==> src/rtl/rf_event_arbiter.sv <==
// Regfile write-port arbiter: CPU writeback has priority, game events are served round-robin in idle cycles.
// Define EVT_STARVE_GUARD_EN to let an event starved for MAX_WAIT cycles stall the CPU for one cycle.
module rf_event_arbiter #(
  parameter logic [4:0] SHAPE_REG = 5'd1,
  parameter logic [4:0] ROT_REG   = 5'd2,
  parameter logic [4:0] SCORE_REG = 5'd13
`ifdef EVT_STARVE_GUARD_EN
  ,
  parameter logic [3:0] MAX_WAIT  = 4'd8
`endif
) (
  input  logic        clock,
  input  logic        ctrl_reset,
  input  logic        cpu_we,
  input  logic [4:0]  cpu_waddr,
  input  logic [31:0] cpu_wdata,
  input  logic        ev_stop,
  input  logic        ev_clear,
  input  logic        ev_change,
  input  logic        start_over,
  output logic        rf_we,
  output logic [4:0]  rf_waddr,
  output logic [31:0] rf_wdata,
  output logic        cpu_stall,
  output logic [3:0]  shape,
  output logic [31:0] score,
  output logic [3:0]  pending
);

  localparam logic [1:0] SRC_STOP    = 2'd0;
  localparam logic [1:0] SRC_CLEAR   = 2'd1;
  localparam logic [1:0] SRC_CHANGE  = 2'd2;
  localparam logic [1:0] SRC_RESTART = 2'd3;

  logic        stop_prev_q, clear_prev_q, change_prev_q, so_prev_q;
  logic        stop_pend_q, stop_pend_d;
  logic        change_pend_q, change_pend_d;
  logic        restart_pend_q, restart_pend_d;
  logic [3:0]  clear_cnt_q, clear_cnt_d;
  logic [31:0] score_q, score_d;
  logic [1:0]  rot_q, rot_d;
  logic [3:0]  shape_q, shape_d;
  logic [1:0]  ptr_q, ptr_d;
  logic [15:0] lfsr_q, lfsr_d;

  logic        stop_edge, clear_edge, change_edge, restart_edge;
  logic [3:0]  pend_vec;
  logic        any_pend, cpu_win, force_evt, grant_valid;
  logic [1:0]  grant_src;
  logic [3:0]  cand;

  assign stop_edge    = ev_stop & ~stop_prev_q;
  assign clear_edge   = ev_clear & ~clear_prev_q;
  assign change_edge  = ev_change & ~change_prev_q;
  assign restart_edge = start_over & ~so_prev_q;

  assign pend_vec    = {restart_pend_q, change_pend_q, (clear_cnt_q != 4'd0), stop_pend_q};
  assign any_pend    = start_over & (|pend_vec);
  assign cpu_win     = cpu_we & (cpu_waddr != 5'd0);
  assign grant_valid = any_pend & (~cpu_win | force_evt);
  assign cand        = (lfsr_q[3:0] == 4'hF) ? 4'h0 : lfsr_q[3:0];

`ifdef EVT_STARVE_GUARD_EN
  logic [3:0] wait_q, wait_d;

  assign force_evt = cpu_win & any_pend & (wait_q == MAX_WAIT);

  always_comb begin
    wait_d = wait_q;
    if (!any_pend || grant_valid) wait_d = 4'd0;
    else if (cpu_win)             wait_d = wait_q + 4'd1;
  end

  always_ff @(posedge clock or posedge ctrl_reset) begin
    if (ctrl_reset) wait_q <= 4'd0;
    else            wait_q <= wait_d;
  end
`else
  assign force_evt = 1'b0;
`endif

  assign cpu_stall = force_evt & ~ctrl_reset;

  // Scanning from the farthest offset down leaves the nearest pending source after the pointer.
  always_comb begin
    grant_src = ptr_q;
    for (int i = 3; i >= 0; i--) begin
      if (pend_vec[ptr_q + 2'(i)]) grant_src = ptr_q + 2'(i);
    end
  end

  always_comb begin
    rf_we    = 1'b0;
    rf_waddr = 5'd0;
    rf_wdata = 32'd0;
    if (ctrl_reset) begin
      rf_we = 1'b0;
    end else if (cpu_win && !force_evt) begin
      rf_we    = 1'b1;
      rf_waddr = cpu_waddr;
      rf_wdata = cpu_wdata;
    end else if (grant_valid) begin
      rf_we = 1'b1;
      case (grant_src)
        SRC_STOP:   begin rf_waddr = SHAPE_REG; rf_wdata = {28'd0, cand}; end
        SRC_CLEAR:  begin rf_waddr = SCORE_REG; rf_wdata = score_q + 32'd1; end
        SRC_CHANGE: begin rf_waddr = ROT_REG;   rf_wdata = {30'd0, rot_q + 2'd1}; end
        default:    begin rf_waddr = SCORE_REG; rf_wdata = 32'd0; end
      endcase
    end
  end

  always_comb begin
    lfsr_d         = {1'b0, lfsr_q[15:1]} ^ (lfsr_q[0] ? 16'hB400 : 16'h0000);
    stop_pend_d    = stop_pend_q;
    change_pend_d  = change_pend_q;
    restart_pend_d = restart_pend_q;
    clear_cnt_d    = clear_cnt_q;
    score_d        = score_q;
    rot_d          = rot_q;
    shape_d        = shape_q;
    ptr_d          = ptr_q;
    if (grant_valid) begin
      ptr_d = grant_src + 2'd1;
      case (grant_src)
        SRC_STOP:   begin shape_d = cand; rot_d = 2'd0; stop_pend_d = 1'b0; end
        SRC_CLEAR:  begin score_d = score_q + 32'd1; clear_cnt_d = clear_cnt_q - 4'd1; end
        SRC_CHANGE: begin rot_d = rot_q + 2'd1; change_pend_d = 1'b0; end
        default:    begin score_d = 32'd0; restart_pend_d = 1'b0; end
      endcase
    end
    if (cpu_win && !force_evt && cpu_waddr == SCORE_REG) score_d = cpu_wdata;
    // New edges land after the grant retires so a same-cycle edge re-arms its source.
    if (stop_edge)    stop_pend_d    = 1'b1;
    if (change_edge)  change_pend_d  = 1'b1;
    if (restart_edge) restart_pend_d = 1'b1;
    if (clear_edge && clear_cnt_d != 4'hF) clear_cnt_d = clear_cnt_d + 4'd1;
    if (!start_over) begin
      stop_pend_d    = 1'b0;
      change_pend_d  = 1'b0;
      restart_pend_d = 1'b0;
      clear_cnt_d    = 4'd0;
      score_d        = 32'd0;
      rot_d          = 2'd0;
    end
  end

  always_ff @(posedge clock or posedge ctrl_reset) begin
    if (ctrl_reset) begin
      stop_prev_q    <= 1'b0;
      clear_prev_q   <= 1'b0;
      change_prev_q  <= 1'b0;
      so_prev_q      <= 1'b0;
      stop_pend_q    <= 1'b0;
      change_pend_q  <= 1'b0;
      restart_pend_q <= 1'b0;
      clear_cnt_q    <= 4'd0;
      score_q        <= 32'd0;
      rot_q          <= 2'd0;
      shape_q        <= 4'd0;
      ptr_q          <= SRC_STOP;
      lfsr_q         <= 16'hACE1;
    end else begin
      stop_prev_q    <= ev_stop;
      clear_prev_q   <= ev_clear;
      change_prev_q  <= ev_change;
      so_prev_q      <= start_over;
      stop_pend_q    <= stop_pend_d;
      change_pend_q  <= change_pend_d;
      restart_pend_q <= restart_pend_d;
      clear_cnt_q    <= clear_cnt_d;
      score_q        <= score_d;
      rot_q          <= rot_d;
      shape_q        <= shape_d;
      ptr_q          <= ptr_d;
      lfsr_q         <= lfsr_d;
    end
  end

  assign shape   = shape_q;
  assign score   = score_q;
  assign pending = pend_vec;

endmodule

==> config.mk <==
export PLATFORM = sky130hd
export DESIGN_NAME = rf_event_arbiter
export DESIGN_NICKNAME = d
export VERILOG_FILES = /design/src/rtl/rf_event_arbiter.sv
export SDC_FILE = /design/constraint.sdc
export NUM_CORES = 1
export LEC_CHECK = 0
export BUFFER_PORTS_ARGS = -buffer_cell sky130_fd_sc_hd__buf_2
export CAP_MARGIN = 10
export CORE_MARGIN = 2
export CORE_UTILIZATION = 53
export CTS_CLUSTER_DIAMETER = 150
export DETAILED_ROUTE_END_ITERATION = 16
export PLACE_DENSITY = 0.83
export SKIP_CTS_REPAIR_TIMING = 1
export SLEW_MARGIN = 0
export SYNTH_ARGS = -nofsm -noshare
export SYNTH_HDL_FRONTEND = slang
export SYNTH_SLANG_ARGS = --single-unit
==> constraint.sdc <==
create_clock -name clock -period 3.7 [get_ports clock]
set_input_delay 0.74 -clock clock [delete_from_list [all_inputs] [get_ports clock]]
set_output_delay 0.74 -clock clock [all_outputs]
set_load 0.03 [all_outputs]
### Yosys cells after proc, flatten, opt, wreduce, memory -nomap -nowiden

Index checks and enable logic that the tools add are counted.

| operators by class | value |
|---|---|
| add/sub/neg operators | 8 |
| mux-type cells | 48 |
| bitwise gates (word level) | 13 |
| reduce and logical (&&, ||, !) cells | 14 |
| equality and inequality tests | 15 |
| magnitude comparators | 4 |

Operators with widths:

| operator | number |
|---|---|
| 2-to-1 mux 32 bit | 6 |
| one-hot mux 32 bit (3 select lines) | 1 |
| one-hot mux 32 bit (2 select lines) | 1 |
| adder 32 x 1 -> 32 bit, second input constant | 1 |
| 2-to-1 mux 4 bit | 6 |
| inequality test 3 x 1 -> 1 bit, second input constant | 7 |
| 2-to-1 mux 1 bit | 19 |
| 2-to-1 mux 16 bit | 1 |
| XOR 15 x 16 -> 16 bit | 1 |
| less-than comparator 2 x 3 -> 1 bit, second input constant | 4 |
| 2-to-1 mux 2 bit | 6 |
| AND reduction 2 bit | 6 |
| 2-to-1 mux 5 bit | 2 |
| binary-select mux 1 bit (select 2 bit) | 4 |
| one-hot mux 4 bit (2 select lines) | 1 |
| AND 1 bit | 7 |
| adder 2 x 1 -> 2 bit, second input constant | 3 |
| inequality test 3 x 2 -> 1 bit, second input constant | 2 |
| == test 5 x 4 -> 1 bit, second input constant | 1 |
| inverter 1 bit | 5 |
| nonzero test 5 bit | 1 |
| adder 2 bit, second input constant | 2 |
| adder 4 x 1 -> 4 bit, second input constant | 1 |
| == test 4 bit, second input constant | 1 |
| other kinds (12) | 13 |

| word-level totals | value |
|---|---|
| word-level logic and storage cells | 115 |
| input bits | 44 |
| flip-flop bits (word level) | 67 |
| output and inout port bits | 79 |

### Depth between registers and ports, before layout

Gate-level depths: netlist of run 1.

| logic depth | value |
|---|---|
| depth in word-level cells | 14 |
| gate-level depth with buffers | 18 |
| depth with buffers taken out | 18 |

### Least setup slack after synthesis of run 1

OpenSTA, ideal clock, no wires.

| timing | value |
|---|---|
| path type | in2out |
| from | input ctrl_reset |
| to | output rf_wdata[13] |
| required time | 2.960 ns |
| arrival time | 3.374 ns |
| cell stages on the path | 3 |
| setup slack | -0.414 ns |
| path buffers | 0 |
| cell sequence | inv_1 > nand2_1 > o21ai_0 |

| between the ends | value |
|---|---|
| word-level cells in the longest chain between the ends | 1 |

Ends and longest elaborated chain:

| what | RTL line | text |
|---|---|---|
| start, declared | 13 | `input logic ctrl_reset,` |
| 2-to-1 mux 32 bit | 96 | `if (ctrl_reset) begin` |
| end, declared | 23 | `output logic [31:0] rf_wdata,` |

Every way passes these cells.

### Final worst setup path of run 1

| timing | value |
|---|---|
| from | register clear_cnt_q[0] |
| to | output rf_waddr[3] |

| between the ends | value |
|---|---|
| word-level cells in the longest chain between the ends | 12 |
| elaborated cells on any way between the ends | 22 |
| classes of those cells | 1 x eq/ne; 16 x mux; 2 x bitwise; 3 x reduce/logical |

Ends and longest elaborated chain:

| what | RTL line | text |
|---|---|---|
| start, declared | 39 | `logic [3:0] clear_cnt_q, clear_cnt_d;` |
| start signal, assigned | 171 | `clear_cnt_q <= clear_cnt_d;` |
| nonzero test 4 bit * | 57 | `assign pend_vec = {restart_pend_q, change_pend_q, (clear_cnt_q != 4'd0), stop_pend_q};` |
| binary-select mux 1 bit (select 2 bit) | 88 | `if (pend_vec[ptr_q + 2'(i)]) grant_src = ptr_q + 2'(i);` |
| 2-to-1 mux 1 bit (implied by the code) | 88 |  |
| 2-to-1 mux 2 bit (4 in series) | 88 |  |
| == test 2 bit / zero test 2 bit (equally long branches) | 104 | `case (grant_src)` |
| one-hot mux 4 bit (2 select lines) | 104 |  |
| 2-to-1 mux 4 bit * | 102 | `end else if (grant_valid) begin` |
| 2-to-1 mux 5 bit * | 98 | `end else if (cpu_win && !force_evt) begin` |
| 2-to-1 mux 5 bit * | 96 |  |
| end, declared | 22 | `output logic [4:0] rf_waddr,` |

Mark *: on every way between the ends. The rest lies on a longest branch, timed or not. The select of a mux whose other input is x is not followed.

==> results of run 1 <==
==> cell families after synthesis <==
| family | after synthesis |
|---|---|
| AOI/OAI and AO/OA | 136 |
| xor gates and xnor gates | 37 |
| adders and majority gates | 8 |
| buffers and inverters | 47 |
| DFF | 67 |
| muxes | 8 |
| other | 1 |
| and+or+nand+nor | 192 |
==> final cells by class <==
class | instances | share of cell area
clock buffer | 9 | 0.0226
sequential | 67 | 0.308
tap | 102 | 0.0233
multi-input combinational | 382 | 0.461
timing repair buffer | 145 | 0.158
clock inverter | 7 | 0.0146
inverter | 16 | 0.0117
==> registers in the layout, summed over array words and instances, names as in the netlist <==
| register | flops |
|---|---|
| clear_prev_q | 1 |
| lfsr_q | 16 |
| so_prev_q | 1 |
| shape | 4 |
| change_prev_q | 1 |
| clear_cnt_q | 4 |
| rot_q | 2 |
| score | 32 |
| stop_pend_q | 1 |
| stop_prev_q | 1 |
| ptr_q | 2 |
| change_pend_q | 1 |
| restart_pend_q | 1 |
==> per-layer routing <==
layer  vias to the layer above  track usage  share of wire
met5                         -            0              0
met4                         0        0.104          0.024
met3                        35       0.0498          0.083
met2                       249        0.463           0.48
met1                      2064        0.372           0.41
li1                       2036            -              -
==> worst reg2reg max path, stage by stage (launching register included) <==
cell,delay (ns)
dfrtp_1,0.43
inv_2,0.06
ha_2,0.21
nor3b_4,0.16
inv_2,0.09
a311oi_2,0.04
a21oi_1,0.19
o21ai_1,0.14
inv_2,0.11
ha_2,0.21
buf_6,0.16
inv_1,0.07
nor2_1,0.30
a31oi_1,0.17
or2_2,0.36
ha_1,0.24
a31oi_1,0.28
mux2i_1,0.23
==> cell usage after synthesis (2+ instances only) <==
master    count
xor2_1       16
nor3_2        2
or3_1         4
o21ai_0      50
a32o_1        3
a31oi_1       4
nor2_1       28
nand3_1      18
buf_4         6
nor4_1        4
a21oi_1      28
xnor2_1      20
a311oi_1      2
buf_2        10
inv_1        16
and4_1        7
dfrtp_1      59
nand3b_1      4
nand2b_1      3
nor3_1        4
o22ai_1       4
a221o_1       4
dfstp_2       8
a22o_1        4
a22oi_1      22
ha_1          8
nand4_1      12
clkbuf_1     15
nor3b_1       5
a32oi_1       5
nor2_2        2
nand2_1      76
o41a_1        2
and3_1        9
a211oi_1      3
and2_1        6
mux2i_1       7
==> layout by cell type, fill, tap and decap left out, drive strengths merged, types with 8 or more instances in the layout <==
| cell type | synthesis | layout |
|---|---|---|
| buf | 16 | 140 |
| nand2 | 76 | 76 |
| dfrtp | 59 | 59 |
| o21ai | 50 | 50 |
| nor2 | 31 | 31 |
| a21oi | 28 | 28 |
| a22oi | 22 | 22 |
| xnor2 | 20 | 20 |
| nand3 | 19 | 19 |
| inv | 16 | 19 |
| xor2 | 17 | 17 |
| clkbuf | 15 | 14 |
| nand4 | 13 | 13 |
| and3 | 9 | 9 |
| dfstp | 8 | 8 |
| ha | 8 | 8 |
==> final timing paths <==
path / startpoint / endpoint / slack [ns] / cells past startpoint
min: lfsr_q[7] / lfsr_q[6] / 0.36 / 0
max: clear_cnt_q[0] / rf_waddr[3] / 0.05 / 13
max reg2reg: clear_cnt_q[0] / clear_cnt_q[0] / 0.19 / 17
max in group asynchronous: ctrl_reset / lfsr_q[0] / 2.40 / 4
min in group asynchronous: ctrl_reset / score[16] / 0.89 / 4
min reg2reg: lfsr_q[7] / lfsr_q[6] / 0.36 / 0
==> power groups by stage <==
stage | clock [mW] | sequential [mW] | combinational [mW]
6_report | 0.641 | 0.822 | 1.14
5_1_grt | 0.682 | 0.825 | 1.22
4_1_cts | 0.648 | 0.816 | 0.966
3_5_place_dp | 0 | 0.829 | 0.955
3_3_place_gp | 0 | 0.827 | 0.934
2_1_floorplan | 0 | 0.834 | 0.650
==> through the flow <==
| stage | hold slack (ns) | TNS (ns) | setup slack [ns] | area, um^2 |
|---|---|---|---|---|
| floorplan | 0.331 | -1.10 | -0.122 | 4330 |
| detailed placement | 0.337 | 0 | 0.183 | 5060 |
| finish | 0.357 | 0 | 0.0494 | 5470 |
| global route | 0.361 | -0.510 | -0.0787 | 5470 |
| global placement | 0.335 | 0 | 0.362 | 5060 |
| CTS | 0.357 | -4.37 | -0.202 | 5270 |
==> flow_metrics.py, run 1 <==
metrics = {
    "outcome": {
        "status": "finished clean",
    },
    "synth": {
        "yosys.cell_types.count": 53,
        "synth.mux.area_fraction": 0.0190,
        "ys_ff_latch": 67,
        "yosys_warnings": 0,
        "synthAdderAreaFrac": 0.0233,
        "ys_seq_area_frac": 0.393,
        "synth.cell_area_um2": 4290,
        "synth_simple_gate_area_share": 0.233,
        "synth_top_family_by_area": "simple AND/OR/NAND/NOR gates",
        "synth_xor_area_frac": 0.0773,
        "synthArstFlopShare": 1.00,
        "synth.top_cell.area_share": 0.344,
        "syn_inst": 496,
        "synth.avg_cell_area_um2": 8.64,
        "yosysTopAreaCell": "dfrtp_1",
        "synth_edf_count": 0,
        "synth_compound_area_frac": 0.204,
        "syn_nets": 548,
        "synth_area_leaders": "dfrtp_1 34%, nand2_1 6.7%, o21ai_0 5.8%, dfstp_2 4.9%, xnor2_1 4.1%",
        "ys.flop_type": "dfrtp_1",
    },
    "sta": {
        "fmaxAchievable_mhz": 274,
        "worst_slew_pin_slew_ns": 1.03,
        "post-route-period-util": 0.987,
        "setup_viol": 0,
        "slew_headroom": 0.312,
        "fin_skew_ns": 0.0160,
        "hold_viol": 0,
        "drv_slew": 0,
        "timing.final.crit_period_ns": 3.65,
    },
    "clocking": {
        "clockBufferDepth": 2,
        "h-tree-depth": 3,
        "clock-sinks": 67,
        "numCtsBuffers": 9,
        "tritoncts": "done",
        "path_clk_slew_ns": 0.08,
        "clock_latency_ns": 0.35,
        "root_buffer": "clkbuf_8",
    },
    "pwr": {
        "p_sw_frac": 0.420,
        "switchingPower_mw": 1.10,
        "comb_power_share": 0.439,
        "total_power_mw": 2.61,
        "p_leak_nw": 2.55,
        "max-vdd-ir-drop_uv": 519,
        "p_int_mw": 1.51,
        "power.density_nw_per_um2": 476,
        "seq_power_share": 0.315,
        "clkPwrFrac": 0.246,
    },
    "placed_design": {
        "portBuffers": 121,
        "place_congestion": 0.960,
        "dp.final_hpwl_um": 8870,
        "placed_cells": 707,
    },
    "grt": {
        "grt_use_total": 0.281,
        "grt_max_degree": 40,
        "grt_pass1_vias": 4085,
        "overflow": 0,
        "grt_pass1_wl_um": 19700,
        "antenna_found_initial": 0,
    },
    "floorplanning": {
        "die_h_um": 93.9,
        "dieArea_um2": 8830,
        "num_rows": 32,
        "start_util": 0.552,
        "core_area_um2": 7770,
        "fp.dieW_um": 93.9,
        "ios": 123,
    },
    "critical_path": {
        "end_kind": "primary output",
        "cp_common_cell": "inv_2",
        "critPathMaxFanout": 5,
        "cp_num_buf_inv": 4,
        "cpMaxStageDelayCell": "dfrtp_1",
        "crit_arrival_ns": 2.91,
        "crit_chain": "inv_2 > ha_2 > nor3b_4 > inv_2 > a311oi_2 > a21oi_1 > o21ai_1 > buf_4 > ha_4 > nor2_2 > nand4_1 > a21oi_2 > clkbuf_4",
        "required_ns": 2.96,
        "worstSetupPathType": "reg2out",
        "startpoint_type": "flip-flop",
        "slowest_delay_ns": 0.43,
        "critPathTopFamily": "compound AO/OA/AOI/OAI gates",
    },
    "route": {
        "routedWlPerCell_um": 17.6,
        "antenna_violating_nets_post_route": 0,
        "routed-via-count": 4384,
        "route.detailed.drc": 0,
        "routed_via_density": 6.02,
        "drt_first_pass_iters": 5,
        "wirelength_um": 12800,
        "dr.first_iter.drc_count": 416,
    },
    "min_path": {
        "hold_path.class": "reg2reg",
    },
    "final_layout": {
        "register_area_um2": 1690,
        "multiInputGateArea_um2": 2520,
        "fin_util": 0.704,
        "syn2layout_area_growth_pct": 27.6,
        "fin_cells": 728,
        "diodes": 0,
        "fillers": 614,
        "drive_above_1_share": 0.340,
        "nNetsFinal": 673,
    },
    "job": {
        "maxCapViolCount": 0,
    },
}
Power figures use the tool's default switching activity.
==> run 2, diff against run 1 <==
--- a/config.mk
+++ b/config.mk
@@ -7,11 +7,13 @@
 export LEC_CHECK = 0
 export BUFFER_PORTS_ARGS = -buffer_cell sky130_fd_sc_hd__buf_2
 export CAP_MARGIN = 10
+export CELL_PAD_IN_SITES_DETAIL_PLACEMENT = 1
+export CELL_PAD_IN_SITES_GLOBAL_PLACEMENT = 2
 export CORE_MARGIN = 2
-export CORE_UTILIZATION = 53
+export CORE_UTILIZATION = 30
 export CTS_CLUSTER_DIAMETER = 150
 export DETAILED_ROUTE_END_ITERATION = 16
-export PLACE_DENSITY = 0.83
+export PLACE_DENSITY = 0.81
 export SKIP_CTS_REPAIR_TIMING = 1
 export SLEW_MARGIN = 0
 export SYNTH_ARGS = -nofsm -noshare
==> flow_metrics.py, run 2 (same netlist as run 1, synthesis figures left out) <==
metrics = {
    "final_layout": {
        "layout_common_cells": "101 x buf_2, 74 x nand2_1, 59 x dfrtp_1, 39 x o21ai_0, 39 x buf_4",
        "diodes": 0,
        "fin_util": 0.418,
        "largest_reg_flops": 32,
        "drive_above_1_share": 0.345,
        "final_common_cell": "buf_2",
        "nNetsFinal": 678,
        "syn2layout_area_growth_pct": 35.7,
        "fin_cells": 811,
    },
    "critical_path": {
        "startpoint_type": "flip-flop",
        "cp_common_cell": "inv_2",
        "required_ns": 2.96,
        "reg2reg_from": "clear_cnt_q[0]",
        "end_kind": "primary output",
        "crit_chain": "inv_2 > ha_4 > nor3b_4 > inv_2 > a311oi_2 > a21oi_1 > o21ai_1 > inv_2 > ha_4 > nor2_4 > buf_12 > a32oi_2 > nor2_2 > buf_6",
        "timing.rr.end": "clear_cnt_q[0]",
        "slowest_delay_ns": 0.43,
        "r2r_cells": 16,
        "worstSetupPathType": "reg2out",
        "critPathMaxFanout": 8,
        "cpMaxStageDelayCell": "dfrtp_1",
        "cp_num_buf_inv": 5,
        "critPathTopFamily": "simple AND/OR/NAND/NOR gates",
        "crit_arrival_ns": 2.86,
        "r2r_setup_slack_ns": 0.42,
    },
    "pwr": {
        "total_power_mw": 3.13,
        "max-vdd-ir-drop_uv": 347,
        "p_leak_nw": 2.67,
        "power.density_nw_per_um2": 538,
    },
    "floorplanning": {
        "fp.dieW_um": 124,
        "dieArea_um2": 15300,
        "core_area_um2": 13900,
        "ios": 123,
        "die_h_um": 124,
        "num_rows": 43,
        "start_util": 0.308,
    },
    "outcome": {
        "status": "finished clean",
    },
    "job": {
        "maxCapViolCount": 0,
    },
    "sta": {
        "setup_viol": 0,
        "slew_headroom": 0.268,
        "rsz0062_at_grt": "true",
        "worst_slack_ns": 0.0979,
        "hold_viol": 0,
        "drv_slew": 0,
        "timing.final.crit_period_ns": 3.60,
        "fmaxAchievable_mhz": 278,
        "fin_skew_ns": 0.00587,
        "worst_slew_pin_slew_ns": 1.09,
        "post-route-period-util": 0.974,
    },
    "min_path": {
        "hold_path.class": "reg2reg",
        "hold_start": "lfsr_q[7]",
        "min_path_cells": 0,
        "holdPathEnd": "lfsr_q[6]",
    },
    "placed_design": {
        "place_ws_ns": 0.134,
        "portBuffers": 121,
        "dp.final_hpwl_um": 11000,
        "placed_cells": 789,
        "place_congestion": 0.844,
    },
    "route": {
        "routed_via_density": 5.33,
        "antenna_violating_nets_post_route": 0,
        "dr.first_iter.drc_count": 194,
        "routedWlPerCell_um": 19.1,
        "route.detailed.drc": 0,
        "drt_first_pass_iters": 6,
        "wirelength_um": 15500,
        "routed-via-count": 4323,
    },
    "grt": {
        "grt_pass1_wl_um": 23600,
        "grt_use_total": 0.203,
        "overflow": 0,
        "grt_pass1_vias": 4393,
        "antenna_found_initial": 0,
        "grt_max_degree": 68,
    },
    "clocking": {
        "h-tree-depth": 3,
        "path_clk_slew_ns": 0.06,
        "root_buffer": "clkbuf_16",
        "tritoncts": "done",
        "clock_latency_ns": 0.34,
        "numCtsBuffers": 9,
        "clockBufferDepth": 2,
        "clock-sinks": 67,
    },
}
-- run 2: cell count changes in the layout (fill, tap and decap cells not counted), moves of 3 or more --
| cell | delta |
|---|---|
| buf_2 | -3 |
| buf_4 | +6 |
| buf_6 | +5 |
| bufinv_16 | +3 |
| clkbuf_16 | +9 |
| clkbuf_4 | -3 |
| clkbuf_8 | -8 |
| inv_6 | -4 |
-- run 2: worst reg2reg max path: cells and delay by family, from the launching register on --
family	cells	cell delay, ns
DFF	1	0.42
AOI/OAI and AO/OA	5	0.75
and+or+nand+nor	3	0.83
buffers and inverters	4	0.35
adders and majority gates	3	0.59
muxes	1	0.25
-- run 2: worst max-delay path by stage --
stage	to	slack, ns	from	cells after the start
2_1_floorplan	rf_wdata[13]	-0.12	clear_cnt_q[0]	12
3_3_place_gp	rf_wdata[26]	0.26	clear_cnt_q[0]	13
3_5_place_dp	rf_wdata[30]	0.13	clear_cnt_q[0]	13
4_1_cts	rf_wdata[30]	-0.27	clear_cnt_q[0]	13
5_1_grt	rf_wdata[11]	-0.13	clear_cnt_q[0]	14
6_report	rf_wdata[15]	0.1	clear_cnt_q[0]	14
-- run 2: stage by stage --
| stage | hold WS [ns] | area (um^2) | TNS (ns) |
|---|---|---|---|
| after global placement | 0.336 | 5190 | 0 |
| after floorplan | 0.331 | 4330 | -1.10 |
| after detailed placement | 0.336 | 5190 | 0 |
| after CTS | 0.353 | 5570 | -4.59 |
| final | 0.352 | 5820 | 0 |
| after global routing | 0.363 | 5820 | -2.02 |
-- run 2: routing by layer --
metal | global-route usage | routed length (um) | vias to the layer above
li1 | - | - | 2045
met1 | 0.260 | 6870 | 2156
met2 | 0.349 | 7760 | 106
met3 | 0.0383 | 647 | 16
met4 | 0.0540 | 201 | 0
met5 | 0 | 0 | -
-- run 2: final cells by class --
class                           instances  area, um^2
Clock buffer                           10         239
Clock inverter                          6         136
Fill cell                            1640        8110
Inverter                               16        63.8
Multi-Input combinational cell        382        2540
Sequential cell                        67        1690
Tap cell                              180         225
Timing Repair Buffer                  150         930
-- run 2: report_power, final --
part	internal, mW	switching (mW)
logic	0.460	0.752
registers	0.770	0.0549
clock network	0.746	0.347
==> run 3, diff against run 2 <==
--- a/config.mk
+++ b/config.mk
@@ -9,6 +9,7 @@
 export CAP_MARGIN = 10
 export CELL_PAD_IN_SITES_DETAIL_PLACEMENT = 1
 export CELL_PAD_IN_SITES_GLOBAL_PLACEMENT = 2
+export CORE_ASPECT_RATIO = 0.6
 export CORE_MARGIN = 2
 export CORE_UTILIZATION = 30
 export CTS_CLUSTER_DIAMETER = 150
==> flow_metrics.py, run 3 (same netlist as run 1, synthesis figures left out) <==
metrics = {
    "clocking": {
        "h-tree-depth": 3,
        "numCtsBuffers": 9,
        "clock-sinks": 67,
        "tritoncts": "done",
        "root_buffer": "clkbuf_16",
        "clock_latency_ns": 0.34,
        "path_clk_slew_ns": 0.06,
        "clockBufferDepth": 2,
    },
    "placed_design": {
        "dp.final_hpwl_um": 11800,
        "portBuffers": 121,
        "place_congestion": 0.860,
    },
    "critical_path": {
        "end_kind": "primary output",
        "startpoint_type": "flip-flop",
        "required_ns": 2.96,
        "critPathMaxFanout": 4,
        "crit_arrival_ns": 2.88,
        "worstSetupPathType": "reg2out",
        "r2r_cells": 15,
    },
    "grt": {
        "grt_max_degree": 67,
        "antenna_found_initial": 0,
        "grt_pass1_vias": 4461,
        "grt_use_total": 0.211,
        "overflow": 0,
        "grt_pass1_wl_um": 25000,
    },
    "sta": {
        "setup_viol": 0,
        "rsz0062_at_grt": "true",
        "fmaxAchievable_mhz": 277,
        "fin_skew_ns": 0.00484,
        "slew_headroom": 0.401,
        "drv_slew": 0,
        "worst_slew_pin_slew_ns": 0.898,
        "hold_viol": 0,
        "fin_tns_setup_ns": 0,
        "post-route-period-util": 0.977,
        "timing.final.crit_period_ns": 3.62,
    },
    "final_layout": {
        "diodes": 0,
        "final_common_cell": "buf_2",
        "drive_above_1_share": 0.350,
        "layout_common_cells": "107 x buf_2, 74 x nand2_1, 59 x dfrtp_1, 38 x buf_4, 35 x o21ai_0",
        "largest_reg_flops": 32,
        "syn2layout_area_growth_pct": 33.4,
        "nNetsFinal": 682,
        "fin_util": 0.415,
        "fillers": 1638,
    },
    "pwr": {
        "p_leak_nw": 2.64,
        "power.density_nw_per_um2": 504,
        "max-vdd-ir-drop_uv": 296,
    },
    "min_path": {
        "hold_path.class": "reg2reg",
        "min_path_cells": 0,
    },
    "job": {
        "maxCapViolCount": 0,
    },
    "route": {
        "routed-via-count": 4387,
        "routed_via_density": 5.30,
        "antenna_violating_nets_post_route": 0,
        "drt_first_pass_iters": 4,
        "wirelength_um": 16100,
        "dr.first_iter.drc_count": 311,
        "routedWlPerCell_um": 19.4,
        "route.detailed.drc": 0,
    },
    "floorplanning": {
        "ios": 123,
        "start_util": 0.311,
        "core_area_um2": 13800,
        "dieArea_um2": 15300,
        "fp.dieW_um": 158,
        "num_rows": 33,
        "die_h_um": 96.6,
    },
    "outcome": {
        "status": "finished clean",
    },
}
-- run 3: cell count changes in the layout (fill, tap and decap cells not counted), sizes merged --
cell,delta
clkbuf,+4
bufinv,-3
inv,+3
buf,-1
clkinv,+1
-- run 3: metal layers --
metal / global-route usage / share of wire / wire [um]
met5: 0 / 0 / 0
met3: 0.0408 / 0.042 / 678
met4: 0.0527 / 0.011 / 177
met2: 0.300 / 0.42 / 6780
met1: 0.325 / 0.53 / 8440
-- run 3: power by group --
part | switching (mW) | internal (mW)
clock | 0.373 | 0.534
combinational | 0.732 | 0.417
sequential | 0.0575 | 0.769
total | 1.16 | 1.72
-- run 3: critical path, cell delays in order, from the launching register on --
cell	delay, ns
dfrtp_1	0.41
inv_2	0.09
ha_4	0.15
nor3b_4	0.22
inv_2	0.08
o41a_1	0.40
ha_2	0.25
and2_2	0.21
a221o_1	0.30
a22oi_1	0.18
nor2_1	0.05
buf_2	0.18
-- run 3: final cells by class --
| cell class | instances | area, um^2 | share of cell area |
|---|---|---|---|
| multi-input combinational | 382 | 2530 | 0.442 |
| sequential | 67 | 1690 | 0.295 |
| timing repair buffer | 154 | 896 | 0.157 |
| tap | 192 | 240 | 0.0420 |
| clock buffer | 9 | 225 | 0.0394 |
| clock inverter | 7 | 83.8 | 0.0147 |
| inverter | 16 | 63.8 | 0.0112 |
-- run 3: worst paths after layout --
| kind | to | start | slack [ns] |
|---|---|---|---|
| hold / removal | lfsr_q[5] | lfsr_q[6] | 0.36 |
| max in group asynchronous | score[14] | ctrl_reset | 2.16 |
| setup / recovery | rf_wdata[0] | clear_cnt_q[0] | 0.08 |
| min in group asynchronous | stop_prev_q | ctrl_reset | 0.45 |
| hold reg to reg | lfsr_q[5] | lfsr_q[6] | 0.36 |
| setup reg to reg | clear_cnt_q[0] | clear_cnt_q[0] | 0.31 |
-- run 3: per-stage QoR --
step	worst slack [ns]	instance area (um^2)	hold slack, ns	std cells	power [mW]
floorplan	-0.122	4330	0.331	496	1.48
global placement	0.149	5220	0.335	802	1.83
detailed placement	-0.0342	5220	0.338	802	1.86
CTS	-0.432	5520	0.359	818	2.77
global route	-0.0704	5720	0.364	827	3.04
finish	0.0845	5720	0.357	827	2.88
